<file path="src/rtl/alu_muldiv_seq_if.sv">
// Request/response and shared-ALU signals of the multiply/divide sequencer.
//
// Handshake: the requester holds start=1 together with op/src_a/src_b for one
// cycle; the request is taken on that rising edge only when the sequencer is
// idle (busy=0), otherwise it is dropped with no effect. busy stays high until
// done has pulsed for exactly one cycle; result is valid in the done cycle and
// holds until the next accepted request. There is no back-pressure on done.
interface alu_muldiv_seq_if #(
  parameter int XLEN = 32
);
  logic            start;
  logic [1:0]      op;
  logic [XLEN-1:0] src_a;
  logic [XLEN-1:0] src_b;
  logic            busy;
  logic            done;
  logic [XLEN-1:0] result;
  logic [XLEN-1:0] alu_a;
  logic [XLEN-1:0] alu_b;
  logic [2:0]      alu_ctrl;
  logic [XLEN-1:0] alu_result;

  // Requester side, which also closes the loop through the shared ALU.
  modport master (
    output start, op, src_a, src_b, alu_result,
    input  busy, done, result, alu_a, alu_b, alu_ctrl
  );

  // Sequencer side.
  modport slave (
    input  start, op, src_a, src_b, alu_result,
    output busy, done, result, alu_a, alu_b, alu_ctrl
  );
endinterface

</file>
<file path="src/rtl/alu_muldiv_seq.sv">
// Multi-cycle 32-bit unsigned MUL/MULHU/DIVU/REMU sequencer that borrows the
// execute stage's add/subtract ALU for one shift-add or restoring-divide step
// per cycle. Carry/borrow out of the ALU are rebuilt from operand/result MSBs.
module alu_muldiv_seq #(
  parameter int XLEN = 32,
  parameter int ITER = 32
) (
  input  logic                  clk,
  input  logic                  rst_n,
  alu_muldiv_seq_if.slave       bus,
  output logic [1:0]            dbg_state
);

  localparam int CW = $clog2(ITER);
  localparam logic [CW-1:0] LAST_CNT = CW'(ITER - 1);

  localparam logic [2:0] ALU_CTRL_ADD = 3'b000;
  localparam logic [2:0] ALU_CTRL_SUB = 3'b001;

  localparam logic [1:0] OP_MUL   = 2'b00;
  localparam logic [1:0] OP_MULHU = 2'b01;
  localparam logic [1:0] OP_DIVU  = 2'b10;
  localparam logic [1:0] OP_REMU  = 2'b11;

  typedef enum logic [1:0] {
    ST_IDLE = 2'b00,
    ST_CALC = 2'b01,
    ST_DONE = 2'b10
  } state_t;

  state_t          state_q, state_d;
  logic [1:0]      op_q, op_d;
  logic [XLEN-1:0] b_q, b_d;
  logic [XLEN-1:0] acc_q, acc_d;
  logic [XLEN-1:0] sh_q, sh_d;
  logic [CW-1:0]   cnt_q, cnt_d;
  logic [XLEN-1:0] result_q, result_d;

  // Request is taken only in IDLE; divide by zero skips the iteration phase.
  logic accept;
  logic div_by_zero;
  logic last_iter;

  // Shift-in value for the divide step: partial remainder shifted left by one.
  logic [XLEN-1:0] rs;
  logic            r33;
  logic            carry;
  logic            borrow;
  logic            ge;

  assign accept      = (state_q == ST_IDLE) && bus.start;
  assign div_by_zero = bus.op[1] && (bus.src_b == '0);
  assign last_iter   = (cnt_q == LAST_CNT);
  assign rs          = {acc_q[XLEN-2:0], sh_q[XLEN-1]};
  assign r33         = acc_q[XLEN-1];
  assign dbg_state   = state_q;

  // State register.
  always_ff @(posedge clk or negedge rst_n) begin
    if (!rst_n) begin
      state_q <= ST_IDLE;
    end else begin
      state_q <= state_d;
    end
  end

  // Next-state logic.
  always_comb begin
    state_d = state_q;
    unique case (state_q)
      ST_IDLE: begin
        if (accept) begin
          state_d = div_by_zero ? ST_DONE : ST_CALC;
        end
      end
      ST_CALC: begin
        if (last_iter) begin
          state_d = ST_DONE;
        end
      end
      ST_DONE: state_d = ST_IDLE;
      default: state_d = ST_IDLE;
    endcase
  end

  // Outputs decoded from state: status flags and the ALU drive.
  always_comb begin
    bus.busy     = (state_q != ST_IDLE);
    bus.done     = (state_q == ST_DONE);
    bus.result   = result_q;
    bus.alu_a    = '0;
    bus.alu_b    = '0;
    bus.alu_ctrl = ALU_CTRL_ADD;
    if (state_q == ST_CALC) begin
      bus.alu_b = b_q;
      if (op_q[1]) begin
        bus.alu_a    = rs;
        bus.alu_ctrl = ALU_CTRL_SUB;
      end else begin
        bus.alu_a    = acc_q;
        bus.alu_ctrl = ALU_CTRL_ADD;
      end
    end
  end

  // Carry of acc+B and borrow of rs-B, rebuilt from MSBs only.
  always_comb begin
    carry  = (acc_q[XLEN-1] & b_q[XLEN-1]) |
             ((acc_q[XLEN-1] | b_q[XLEN-1]) & ~bus.alu_result[XLEN-1]);
    borrow = (~rs[XLEN-1] & b_q[XLEN-1]) |
             ((~rs[XLEN-1] | b_q[XLEN-1]) & bus.alu_result[XLEN-1]);
    ge     = r33 | ~borrow;
  end

  // Datapath: latch on accept, one shift-add / restoring step per CALC cycle,
  // and capture the selected half into result on the way into DONE.
  always_comb begin
    op_d     = op_q;
    b_d      = b_q;
    acc_d    = acc_q;
    sh_d     = sh_q;
    cnt_d    = cnt_q;
    result_d = result_q;
    unique case (state_q)
      ST_IDLE: begin
        if (accept) begin
          op_d  = bus.op;
          b_d   = bus.src_b;
          cnt_d = '0;
          if (div_by_zero) begin
            result_d = (bus.op == OP_DIVU) ? '1 : bus.src_a;
          end else begin
            acc_d = '0;
            sh_d  = bus.src_a;
          end
        end
      end
      ST_CALC: begin
        cnt_d = cnt_q + 1'b1;
        if (op_q[1]) begin
          acc_d = ge ? bus.alu_result : rs;
          sh_d  = {sh_q[XLEN-2:0], ge};
        end else if (sh_q[0]) begin
          acc_d = {carry, bus.alu_result[XLEN-1:1]};
          sh_d  = {bus.alu_result[0], sh_q[XLEN-1:1]};
        end else begin
          acc_d = {1'b0, acc_q[XLEN-1:1]};
          sh_d  = {acc_q[0], sh_q[XLEN-1:1]};
        end
        if (last_iter) begin
          unique case (op_q)
            OP_MUL:   result_d = sh_d;
            OP_MULHU: result_d = acc_d;
            OP_DIVU:  result_d = sh_d;
            OP_REMU:  result_d = acc_d;
            default:  result_d = sh_d;
          endcase
        end
      end
      default: ;
    endcase
  end

  // Datapath registers.
  always_ff @(posedge clk or negedge rst_n) begin
    if (!rst_n) begin
      op_q     <= '0;
      b_q      <= '0;
      acc_q    <= '0;
      sh_q     <= '0;
      cnt_q    <= '0;
      result_q <= '0;
    end else begin
      op_q     <= op_d;
      b_q      <= b_d;
      acc_q    <= acc_d;
      sh_q     <= sh_d;
      cnt_q    <= cnt_d;
      result_q <= result_d;
    end
  end

endmodule

</file>
<file path="src/flat_wrapper.sv">
// flat-port wrapper written by rule: the top's interface ports become plain ports
module alu_muldiv_seq_flat 
#(
  parameter int XLEN = 32,
  parameter int ITER = 32
)
  (clk, rst_n, dbg_state, bus_start, bus_op, bus_src_a, bus_src_b, bus_alu_result, bus_busy, bus_done, bus_result, bus_alu_a, bus_alu_b, bus_alu_ctrl);
  alu_muldiv_seq_if #(.XLEN(XLEN)) bus_i ();
  input  logic clk;
  input  logic rst_n;
  output logic [1:0] dbg_state;
  input wire logic [$bits(bus_i.start)-1:0] bus_start;
  input wire logic [$bits(bus_i.op)-1:0] bus_op;
  input wire logic [$bits(bus_i.src_a)-1:0] bus_src_a;
  input wire logic [$bits(bus_i.src_b)-1:0] bus_src_b;
  input wire logic [$bits(bus_i.alu_result)-1:0] bus_alu_result;
  output wire logic [$bits(bus_i.busy)-1:0] bus_busy;
  output wire logic [$bits(bus_i.done)-1:0] bus_done;
  output wire logic [$bits(bus_i.result)-1:0] bus_result;
  output wire logic [$bits(bus_i.alu_a)-1:0] bus_alu_a;
  output wire logic [$bits(bus_i.alu_b)-1:0] bus_alu_b;
  output wire logic [$bits(bus_i.alu_ctrl)-1:0] bus_alu_ctrl;
  assign bus_i.start = bus_start;
  assign bus_i.op = bus_op;
  assign bus_i.src_a = bus_src_a;
  assign bus_i.src_b = bus_src_b;
  assign bus_i.alu_result = bus_alu_result;
  assign bus_busy = bus_i.busy;
  assign bus_done = bus_i.done;
  assign bus_result = bus_i.result;
  assign bus_alu_a = bus_i.alu_a;
  assign bus_alu_b = bus_i.alu_b;
  assign bus_alu_ctrl = bus_i.alu_ctrl;
  alu_muldiv_seq #(.XLEN(XLEN), .ITER(ITER)) u_core (.clk(clk), .rst_n(rst_n), .bus(bus_i), .dbg_state(dbg_state));
endmodule
</file>
<file path="config.mk">
export PLATFORM = sky130hd
export DESIGN_NAME = alu_muldiv_seq_flat
export DESIGN_NICKNAME = d
export VERILOG_FILES = /design/src/rtl/alu_muldiv_seq_if.sv /design/src/rtl/alu_muldiv_seq.sv /design/src/flat_wrapper.sv
export SDC_FILE = /design/constraint.sdc
export NUM_CORES = 1
export LEC_CHECK = 0
export BUFFER_PORTS_ARGS = -buffer_cell sky130_fd_sc_hd__buf_2
export CAP_MARGIN = 25
export CORE_AREA = 2 2 124 126
export DETAILED_ROUTE_END_ITERATION = 10
export DIE_AREA = 0 0 126 128
export PLACE_DENSITY = 0.95
export SLEW_MARGIN = 30
export SYNTH_ARGS = -nofsm -noshare
export SYNTH_HDL_FRONTEND = slang
export SYNTH_SLANG_ARGS = --single-unit
</file>
<file path="constraint.sdc">
create_clock -name clk -period 3.23 [get_ports clk]
set_clock_uncertainty 0.1 [all_clocks]
set_input_delay 0.646 -clock clk [delete_from_list [all_inputs] [get_ports clk]]
set_output_delay 0.646 -clock clk [all_outputs]
set_load 0.05 [all_outputs]
</file>
==> results.json <==
{
  "areaGrowthSynthToFinish_pct": 19.6,
  "required_ps": 2480,
  "cts_buffers": 17,
  "core_sq_um": 14900,
  "hold_viol": 0,
  "setup_viol": 0,
  "grt_max_degree": 97,
  "drc": 0,
  "wire_per_inst_um": 19.5,
  "route.vias.total": 8636,
  "track_usage": 0.334,
  "drive_above_1_share": 0.250,
  "arrival_ps": 2120,
  "clock_path_buffers": 2,
  "p_leak_nw": 4.89,
  "async_flop_share": 1.00,
  "drt_pass1_iterations": 6,
  "clock.fmax_ghz": 0.350,
  "synth_ff_type": "dfrtp_1",
  "fin_crit_ps": 2860,
  "synth_warnings": 0,
  "initial_core_util": 0.577,
  "yosys-top-cells-count": "nand2_1 (140), dfrtp_1 (137), nor2_1 (104), o21ai_0 (85), clkbuf_1 (81)",
  "worst_ir_drop_vdd_v": 0.000867,
  "crit_type": "reg -> out",
  "die_x_um": 126,
  "maxCapViolCount": 0,
  "outcome": "complete, no violations",
  "drtIter0Drc": 1072,
  "grt_pass1_vias": 8415,
  "synth_edf_count": 0,
  "synth_top_area_frac": 0.400,
  "synth_area_per_cell_sq_um": 8.36,
  "ys_seq_area_frac": 0.400,
  "io_pins": 204,
  "routed_via_density": 6.31,
  "synth_area_sq_um": 8580,
  "grt_pass1_wl_um": 43100,
  "cts.sinks": 137,
  "hpwl_um": 17800,
  "finalSetupTns_ps": 0,
  "max_slew_margin": 0.469,
  "cts_hold_buf": 0,
  "nNetsFinal": 1272,
  "num_antenna_cells": 0,
  "critPathLaunchType": "register",
  "fp.dieH_um": 128,
  "period_share": 0.886,
  "crit_fanout": 22,
  "grt_overflow": 0,
  "synthesis.instances": 1026,
  "worst_slew_pin_slew_ps": 797,
  "ys_seq_elements": 137,
  "clk_pin_slew_ps": 60,
  "synthDistinctLibCells": 44,
  "cellPowerDensity_nw_per_um2": 1340,
  "finalWirelength_um": 26700,
  "htree_levels": 4,
  "cts_resized": 0,
  "drtAntennaViolNets": 0,
  "worst_slack_ps": 369,
  "synth.most_common_cell": "nand2_1",
  "die_area_sq_um": 16100,
  "synth.largest_area_cell": "dfrtp_1",
  "synth.top_cells.by_area": "dfrtp_1 (40%), mux2i_1 (7.8%), nand2_1 (6.1%)",
  "rsz0062_at_grt": "false",
  "clockRootBuffer": "clkbuf_16",
  "hp-class": "in -> async",
  "cts_tree": "built",
  "clk_latency_ps": 430,
  "p_total_mw": 13.8,
  "portBuffers": 201,
  "critPathCaptureType": "output pin",
  "rows": 45,
  "post_cts.repair.setup_buffers": 0,
  "place_ws_ps": 118,
  "final_max_slew_viol_count": 0,
  "fin_hold_ws_ps": 114,
  "antenna_found_initial": 1,
  "place_congestion": 0.915
}
==> power breakdown <==
group | switching, mW | internal [mW] | total, mW | leakage, nW
clock | 0.761 | 1.25 | 2.01 | 0.291
combinational | 5.85 | 2.63 | 8.48 | 2.87
sequential | 0.807 | 2.51 | 3.31 | 1.72
total | 7.42 | 6.38 | 13.8 | 4.89
==> area by class of cell <==
cell class | instances | area (sq um)
repair buffers | 225 | 1230
fillers | 1142 | 4600
well taps | 188 | 235
clock inverters | 11 | 146
clock buffers | 19 | 453
flip-flops and latches | 137 | 3430
inverters | 5 | 18.8
multi-input cells | 783 | 4750
==> critical path: stages (launching register included) <==
cell     delay, ps
dfrtp_1        510
nor2b_4        470
buf_4          290
and2_1         150
buf_2          270
==> sequential cells by signal, indices dropped and copies added, names as in the netlist <==
register / cells
u_core.acc_q: 32
u_core.b_q: 32
u_core.bus.result: 32
u_core.cnt_q: 5
u_core.dbg_state: 2
u_core.op_q: 2
u_core.sh_q: 32
==> path summary, 6_finish.rpt <==
| check | start | end | slack (ps) | cells after the start |
|---|---|---|---|---|
| max in group asynchronous | rst_n | u_core.bus.result[24]$_DFFE_PN0P_ | 2190 | 2 |
| setup / recovery | u_core.dbg_state[0]$_DFFE_PN0P_ | bus_alu_b[17] | 370 | 4 |
| hold / removal | rst_n | u_core.acc_q[9]$_DFFE_PN0P_ | 110 | 1 |
| hold reg to reg | u_core.b_q[17]$_DFFE_PN0P_ | u_core.b_q[17]$_DFFE_PN0P_ | 370 | 2 |
| min in group clk | bus_src_b[26] | u_core.b_q[26]$_DFFE_PN0P_ | 330 | 3 |
| setup reg to reg | u_core.acc_q[31]$_DFFE_PN0P_ | u_core.bus.result[29]$_DFFE_PN0P_ | 730 | 5 |
==> metal layers <==
metal,part of all wire,track usage,vias up
li1,-,-,3922
met2,0.49,0.565,520
met5,0.00049,0,-
met1,0.38,0.405,4126
met4,0.039,0.154,2
met3,0.089,0.0831,66
==> cells in the final DEF (no fill, tap or decap), types with 21 or more instances in the layout <==
master,n
a211oi_1,31
o31ai_2,28
dfrtp_1,135
buf_2,200
nand2_1,140
nor2_1,103
and2_1,34
nand3_1,33
a31oi_1,31
mux2i_1,67
a21oi_1,59
buf_4,21
nor2b_1,57
o211ai_1,28
o21ai_0,85
a22o_1,32
==> cells by family (layout without fill, tap and decap cells) <==
group / after synthesis / after routing / share of synthesized area
mux: 68 / 68 / 0.0795
compound gates: 322 / 322 / 0.257
flops: 137 / 137 / 0.400
other cells: 1 / 2 / 0.000437
xor+xnor: 1 / 1 / 0.00102
simple gates: 387 / 387 / 0.207
fa+ha+maj: 3 / 3 / 0.00408
buf+inv: 107 / 260 / 0.0518
==> through the flow <==
stage,instances,cell area (sq um),util
after floorplan,1027,8580,-
after global placement,1338,9660,0.650
after detailed placement,1338,9660,0.650
after CTS,1368,10300,0.690
after global routing,1368,10300,0.690
final,1368,10300,0.690
Power figures use the tool's default switching activity.
